`src/rtl/n_bit_accumulator.sv`:
```
// Batch accumulator behind the N-bit ripple adder: sums a valid/ready stream of
// unsigned operands up to in_last, then presents sum, beat count and sticky carry.
module n_bit_accumulator #(
    parameter int N  = 32,
    parameter int CW = 8
) (
    input  logic          clk,
    input  logic          rst_n,
    input  logic          in_valid,
    output logic          in_ready,
    input  logic [N-1:0]  in_data,
    input  logic          in_last,
    output logic          out_valid,
    input  logic          out_ready,
    output logic [N-1:0]  out_sum,
    output logic [CW-1:0] out_count,
    output logic          out_ovf
);

    typedef enum logic [0:0] {
        ST_ACC  = 1'b0,
        ST_HOLD = 1'b1
    } state_t;

    localparam logic [CW-1:0] COUNT_MAX = {CW{1'b1}};
    localparam logic [CW-1:0] COUNT_ONE = {{(CW-1){1'b0}}, 1'b1};

    // Unsigned add with the carry kept in bit N, which the upstream adder drops.
    function automatic logic [N:0] add_with_carry(input logic [N-1:0] a, input logic [N-1:0] b);
        add_with_carry = {1'b0, a} + {1'b0, b};
    endfunction

    state_t        state_r;
    state_t        state_s;
    logic [N-1:0]  acc_r;
    logic [N-1:0]  acc_s;
    logic [CW-1:0] count_r;
    logic [CW-1:0] count_s;
    logic          ovf_r;
    logic          ovf_s;
    logic          in_ready_r;
    logic          out_valid_r;
    logic          accept_s;
    logic          result_s;
    logic [N:0]    sum_ext_s;

    // Handshake qualifiers, built only from registered ready/valid.
    always_comb begin
        accept_s  = in_valid && in_ready_r;
        result_s  = out_valid_r && out_ready;
        sum_ext_s = add_with_carry(acc_r, in_data);
    end

    // Next-state and datapath update for the ACC/HOLD machine.
    always_comb begin
        state_s = state_r;
        acc_s   = acc_r;
        count_s = count_r;
        ovf_s   = ovf_r;
        case (state_r)
            ST_ACC: begin
                if (accept_s) begin
                    acc_s = sum_ext_s[N-1:0];
                    ovf_s = ovf_r | sum_ext_s[N];
                    if (count_r == COUNT_MAX) begin
                        count_s = count_r;
                    end else begin
                        count_s = count_r + COUNT_ONE;
                    end
                    if (in_last) begin
                        state_s = ST_HOLD;
                    end else begin
                        state_s = ST_ACC;
                    end
                end else begin
                    state_s = ST_ACC;
                end
            end
            ST_HOLD: begin
                if (result_s) begin
                    acc_s   = {N{1'b0}};
                    count_s = {CW{1'b0}};
                    ovf_s   = 1'b0;
                    state_s = ST_ACC;
                end else begin
                    state_s = ST_HOLD;
                end
            end
            default: begin
                acc_s   = {N{1'b0}};
                count_s = {CW{1'b0}};
                ovf_s   = 1'b0;
                state_s = ST_ACC;
            end
        endcase
    end

    // State, datapath and registered handshake flags; ready/valid follow the next state.
    always_ff @(posedge clk) begin
        if (!rst_n) begin
            state_r     <= ST_ACC;
            acc_r       <= {N{1'b0}};
            count_r     <= {CW{1'b0}};
            ovf_r       <= 1'b0;
            in_ready_r  <= 1'b0;
            out_valid_r <= 1'b0;
        end else begin
            state_r     <= state_s;
            acc_r       <= acc_s;
            count_r     <= count_s;
            ovf_r       <= ovf_s;
            in_ready_r  <= (state_s == ST_ACC);
            out_valid_r <= (state_s == ST_HOLD);
        end
    end

    assign in_ready  = in_ready_r;
    assign out_valid = out_valid_r;
    assign out_sum   = acc_r;
    assign out_count = count_r;
    assign out_ovf   = ovf_r;

endmodule

```
`config.mk`:
```
export PLATFORM = sky130hd
export DESIGN_NAME = n_bit_accumulator
export DESIGN_NICKNAME = d
export VERILOG_FILES = /design/src/rtl/n_bit_accumulator.sv
export SDC_FILE = /design/constraint.sdc
export NUM_CORES = 1
export LEC_CHECK = 0
export BUFFER_PORTS_ARGS = -buffer_cell sky130_fd_sc_hd__buf_4
export CORE_MARGIN = 2
export CORE_UTILIZATION = 55
export DETAILED_ROUTE_END_ITERATION = 10
export PLACE_DENSITY = 0.92
export REMOVE_ABC_BUFFERS = 1
export SYNTH_ARGS = -nofsm -noshare
export SYNTH_HDL_FRONTEND = slang
export SYNTH_SLANG_ARGS = --single-unit
```
`constraint.sdc`:
```
create_clock -name clk -period 6.2 [get_ports clk]
set_input_delay 1.55 -clock clk [delete_from_list [all_inputs] [get_ports clk]]
set_output_delay 1.55 -clock clk [all_outputs]
set_load 0.05 [all_outputs]
```
# Yosys cells after proc, flatten, opt, wreduce, memory -nomap -nowiden
# Index checks and enable logic that the tools add are counted.
[word_totals]
output_inout_bits = 43
ramBits = 0
mem_bits_ro = 0
latchBits = 0
regBits = 43
mem_count = 0
in_bits = 37
[op_classes]
shifts = 0
magnitude_cmp = 0
reduce_logical = 4
mul = 0
bitwise_logic = 3
n_div = 0
n_addsub = 2
n_eq_ne = 4
muxes = 14
[op_table]
columns = ["operator", "count"]
rows = [
  ["$mux 32", 2],
  ["$pmux 32 s2", 1],
  ["$add 32x32->33", 1],
  ["$mux 8", 3],
  ["$pmux 8 s2", 1],
  ["$add 8x1->8 const B", 1],
  ["$eq 8x8->1 const B", 1],
  ["$mux 1", 5],
  ["$ne 2x2->1 const B", 2],
  ["$pmux 1 s2", 2],
  ["$reduce_and 3->1", 1],
  ["$logic_and 1x1->1", 2],
  ["$ne 2x1->1 const B", 1],
  ["$not 1->1", 2],
  ["$reduce_and 2->1", 1],
  ["$or 1x1->1", 1],
]

# Logic depth before layout (Yosys ltp)
[logic_depth]
depth_word = 4
depth_mapped = 11
mapped_depth_nobuf = 11

# Worst setup path after synthesis
# OpenSTA, ideal clock, no wires.
[synth_path]
path_type = "input to register"
from = "input port in_data[0]"
to = "register ovf_r, in the netlist out_ovf"
path_stages = 11
setup_time_ns = 0.124
setup_slack_ns = 2.685
arrival_ns = 3.391
t_required_ns = 6.076
path_cell_list = "ha_1 -> inv_1 -> fa_1 -> inv_1 -> a21o_1 -> a221oi_4 -> o311ai_2 -> o31ai_2 -> o41ai_2 -> a221oi_1 -> o21ai_1"
[synth_between]
elab_chain_cells = 4
[synth_lines]
columns = ["element", "line_no", "source"]
rows = [
  ["start, declared", "11", "input logic [N-1:0] in_data,"],
  ["$add 32x32->33", "30", "add_with_carry = {1'b0, a} + {1'b0, b};"],
  ["$or 1x1->1", "64", "ovf_s = ovf_r | sum_ext_s[N];"],
  ["$mux 1", "62", "if (accept_s) begin"],
  ["$pmux 1 s2", "60", "case (state_r)"],
  ["end signal, assigned", "111", "ovf_r <= ovf_s;"],
  ["end, declared", "39", "logic ovf_r;"],
]
# No other way between the ends. The select of a mux whose other input is x is not followed.
# A chain may end at the register's enable or synchronous reset.

# Final worst setup path
# Ends and elaborated chain as after synthesis.

==> impl_results.md <==
* Synthesized area at around 3200 um2
* Initial drt markers at 172
* Vias per cell at 5.96
* Clk pin slew, worst setup/hold paths at approximately 0.090 ns
* Die X at 80.4 um
* Max-cap violations at 0
* Initial antenna violation count at 0
* Run status: complete, no violations
* DRC viols at 0
* Post-cts sizing count at 0
* Die height at 80.4 um
* Yosys reg bits at between 40 and 50
* Placed inst area at 3850 um2
* Pwr/cell area at between 200 and 250 nW/um2
* Post-route cell area at 3950 um2
* Boundary Pins at 80
* Initial core utilization at 0.576
* Num CTS Buffers at 5
* Relative slew margins at 0.411
* Clk_skew at about 0.012 ns
* RSZ-0062 raised after global routing: false
* # fillers at 454
* Post-synthesis sequential area ratio at 0.268
* EDFF count, synth at 0
* Synth top cells by count: 57 x nand2_1, 43 x dfxtp_1, 42 x a21oi_1
* Total iterations of the first detailed-routing run at 5
* Total GRT Usage at 0.271
* Number of nets in the layout at 549
* Post-synth top area share at 0.268
* Routability-driven placement congestion ratio at 0.904
* Crit. End Element: flip-flop
* Worst Tran Pin Value at 0.880 ns
* Post-synth ARST share at 0
* Via count of the first global-routing pass at 3221
* Most used flip-flop cell after synthesis: dfxtp_1
* Clk sinks at 43
* Row count at 27
* Setup CP Type: in -> reg
* Die area at 6470 um2
* CORE AREA at 5570 um2
* HP Class: reg -> reg
* Fin crit share at 0.584
* Top area cells in the synthesized netlist: dfxtp_1 27%, ha_1 13%, nand2_1 6.7%
* Hpwl dp at 6.64 mm
* Sequential cell area at 861 um2
* Post-route setup TNS at 0 ns
* Clock buffer depth at 2
* CP startpoint kind: input pin
* H-tree depth at 2
* # setup viols final at 0
* Synthesis warning total at 0
* CTS Root Cell: clkbuf_8
* First-pass GRT wire length at 14.0 mm
* Post-Syn Area per Cell at 7.97 um2
* F_max at 276 MHz
* Most common cell in the synthesized netlist: nand2_1
* Port Buffer Count at 79
* Area growth, synth to finish at 23.0%
* TritonCTS clock tree: built
* Distinct cells, synth at 51
* Peak supply drop at 0.000132 V
* Via count at 3286
* Worst skew pair latency at 0.30 ns
* Final Max Slew Viols at 0
* GRT overflow at 0
* WP data required at ~6.4 ns
* Cell taking the most area after synthesis: dfxtp_1
* Layout cells sized above 1 at 0.217
* Hold buffer count at cts at 0
* Worst-path fanout max at 5
* Final Critical Period at approximately 3.6 ns
* Multi-input logic area at 2280 um2
* Arrival @ worst endpoint at ~3.8 ns
* WL final at around 8.5 mm
* Hold Vio Cnt, Final at 0
* Setup Buffers After CTS at 0
* Post-route ant nets at 0
* Leakage at 0.00175 uW
* Post-Syn Instances at 403
* Drt wl/cell at between 15 and 20 um
* Largest net degree at the start of global routing at 22
* Ant diodes at 0
-- logic make-up after synthesis --
| group | after synthesis | synth area share |
|---|---|---|
| fa+ha+maj | 34 | 0.135 |
| simple gates | 138 | 0.204 |
| buf+inv | 19 | 0.0226 |
| compound gates | 135 | 0.278 |
| xor+xnor | 34 | 0.0927 |
| flops | 43 | 0.268 |
-- area by class of cell --
class	count	area share
inverter	8	0.00760
tap	72	0.0228
multi-input combinational	341	0.577
timing repair buffer	79	0.150
clock inverter	2	0.00412
clock buffer	6	0.0209
sequential	43	0.218
-- layout by cell type, fill, tap and decap left out, drive strengths merged, types with 2 or more instances in the layout --
master / instances
nor2: 25
a211oi: 3
nor2b: 13
ha: 33
nand3: 11
o31ai: 5
clkbuf: 6
and2: 4
and4: 2
inv: 8
a221oi: 3
nand2: 58
o311ai: 2
or2: 3
a21boi: 4
o21bai: 5
or3: 3
o21a: 3
xor2: 20
a21oi: 42
and3: 3
o211ai: 2
xnor2: 14
buf: 79
o21ai: 39
nor3: 4
nand4: 7
a22oi: 9
dfxtp: 43
a21o: 11
-- power breakdown --
group	internal, uW	switching (uW)
clock network	91.0	102
registers	293	15.3
logic	118	200
-- path summary, 6_finish.rpt --
kind | start | endpoint | slack (ns) | cells past startpoint
hold / removal | out_ovf | out_ovf | 0.47 | 2
setup reg to reg | out_sum[0] | out_ovf | 3.59 | 11
setup / recovery | in_data[0] | out_ovf | 2.58 | 12
hold reg to reg | out_ovf | out_ovf | 0.47 | 2
-- flip-flops by register name, summed over array words and instances, names as in the netlist --
signal / flops
out_ovf: 1
in_ready: 1
out_valid: 1
out_count: 8
out_sum: 32
-- layer usage --
layer  up-vias  GRT usage  share of wire
li1       1610          -              -
met1      1539      0.316           0.42
met2       115      0.507           0.51
met3        22     0.0348          0.049
met4         0     0.0915          0.023
met5         -          0              0
-- per-stage QoR --
step / setup slack (ns) / total power, uW / hold WS (ns) / instances / util
4_1_cts: 2.61 / 819 / 0.467 / 551 / 0.709
5_1_grt: 2.43 / 864 / 0.484 / 551 / 0.709
2_1_floorplan: 2.68 / 539 / 0.680 / 392 / -
3_5_place_dp: 2.29 / 627 / 0.455 / 543 / 0.691
3_3_place_gp: 2.35 / 620 / 0.452 / 543 / 0.691
6_report: 2.58 / 820 / 0.466 / 551 / 0.709
-- critical path: stages --
cell and delay (ns):
buf_4 0.11, ha_1 0.20, inv_1 0.07, fa_1 0.20, inv_1 0.05, a21o_1 0.18
a221oi_4 0.37, o311ai_2 0.17, o31ai_2 0.36, o41ai_2 0.13, a221oi_1 0.32, o21ai_1 0.09
(Power assumes the default switching activity.)
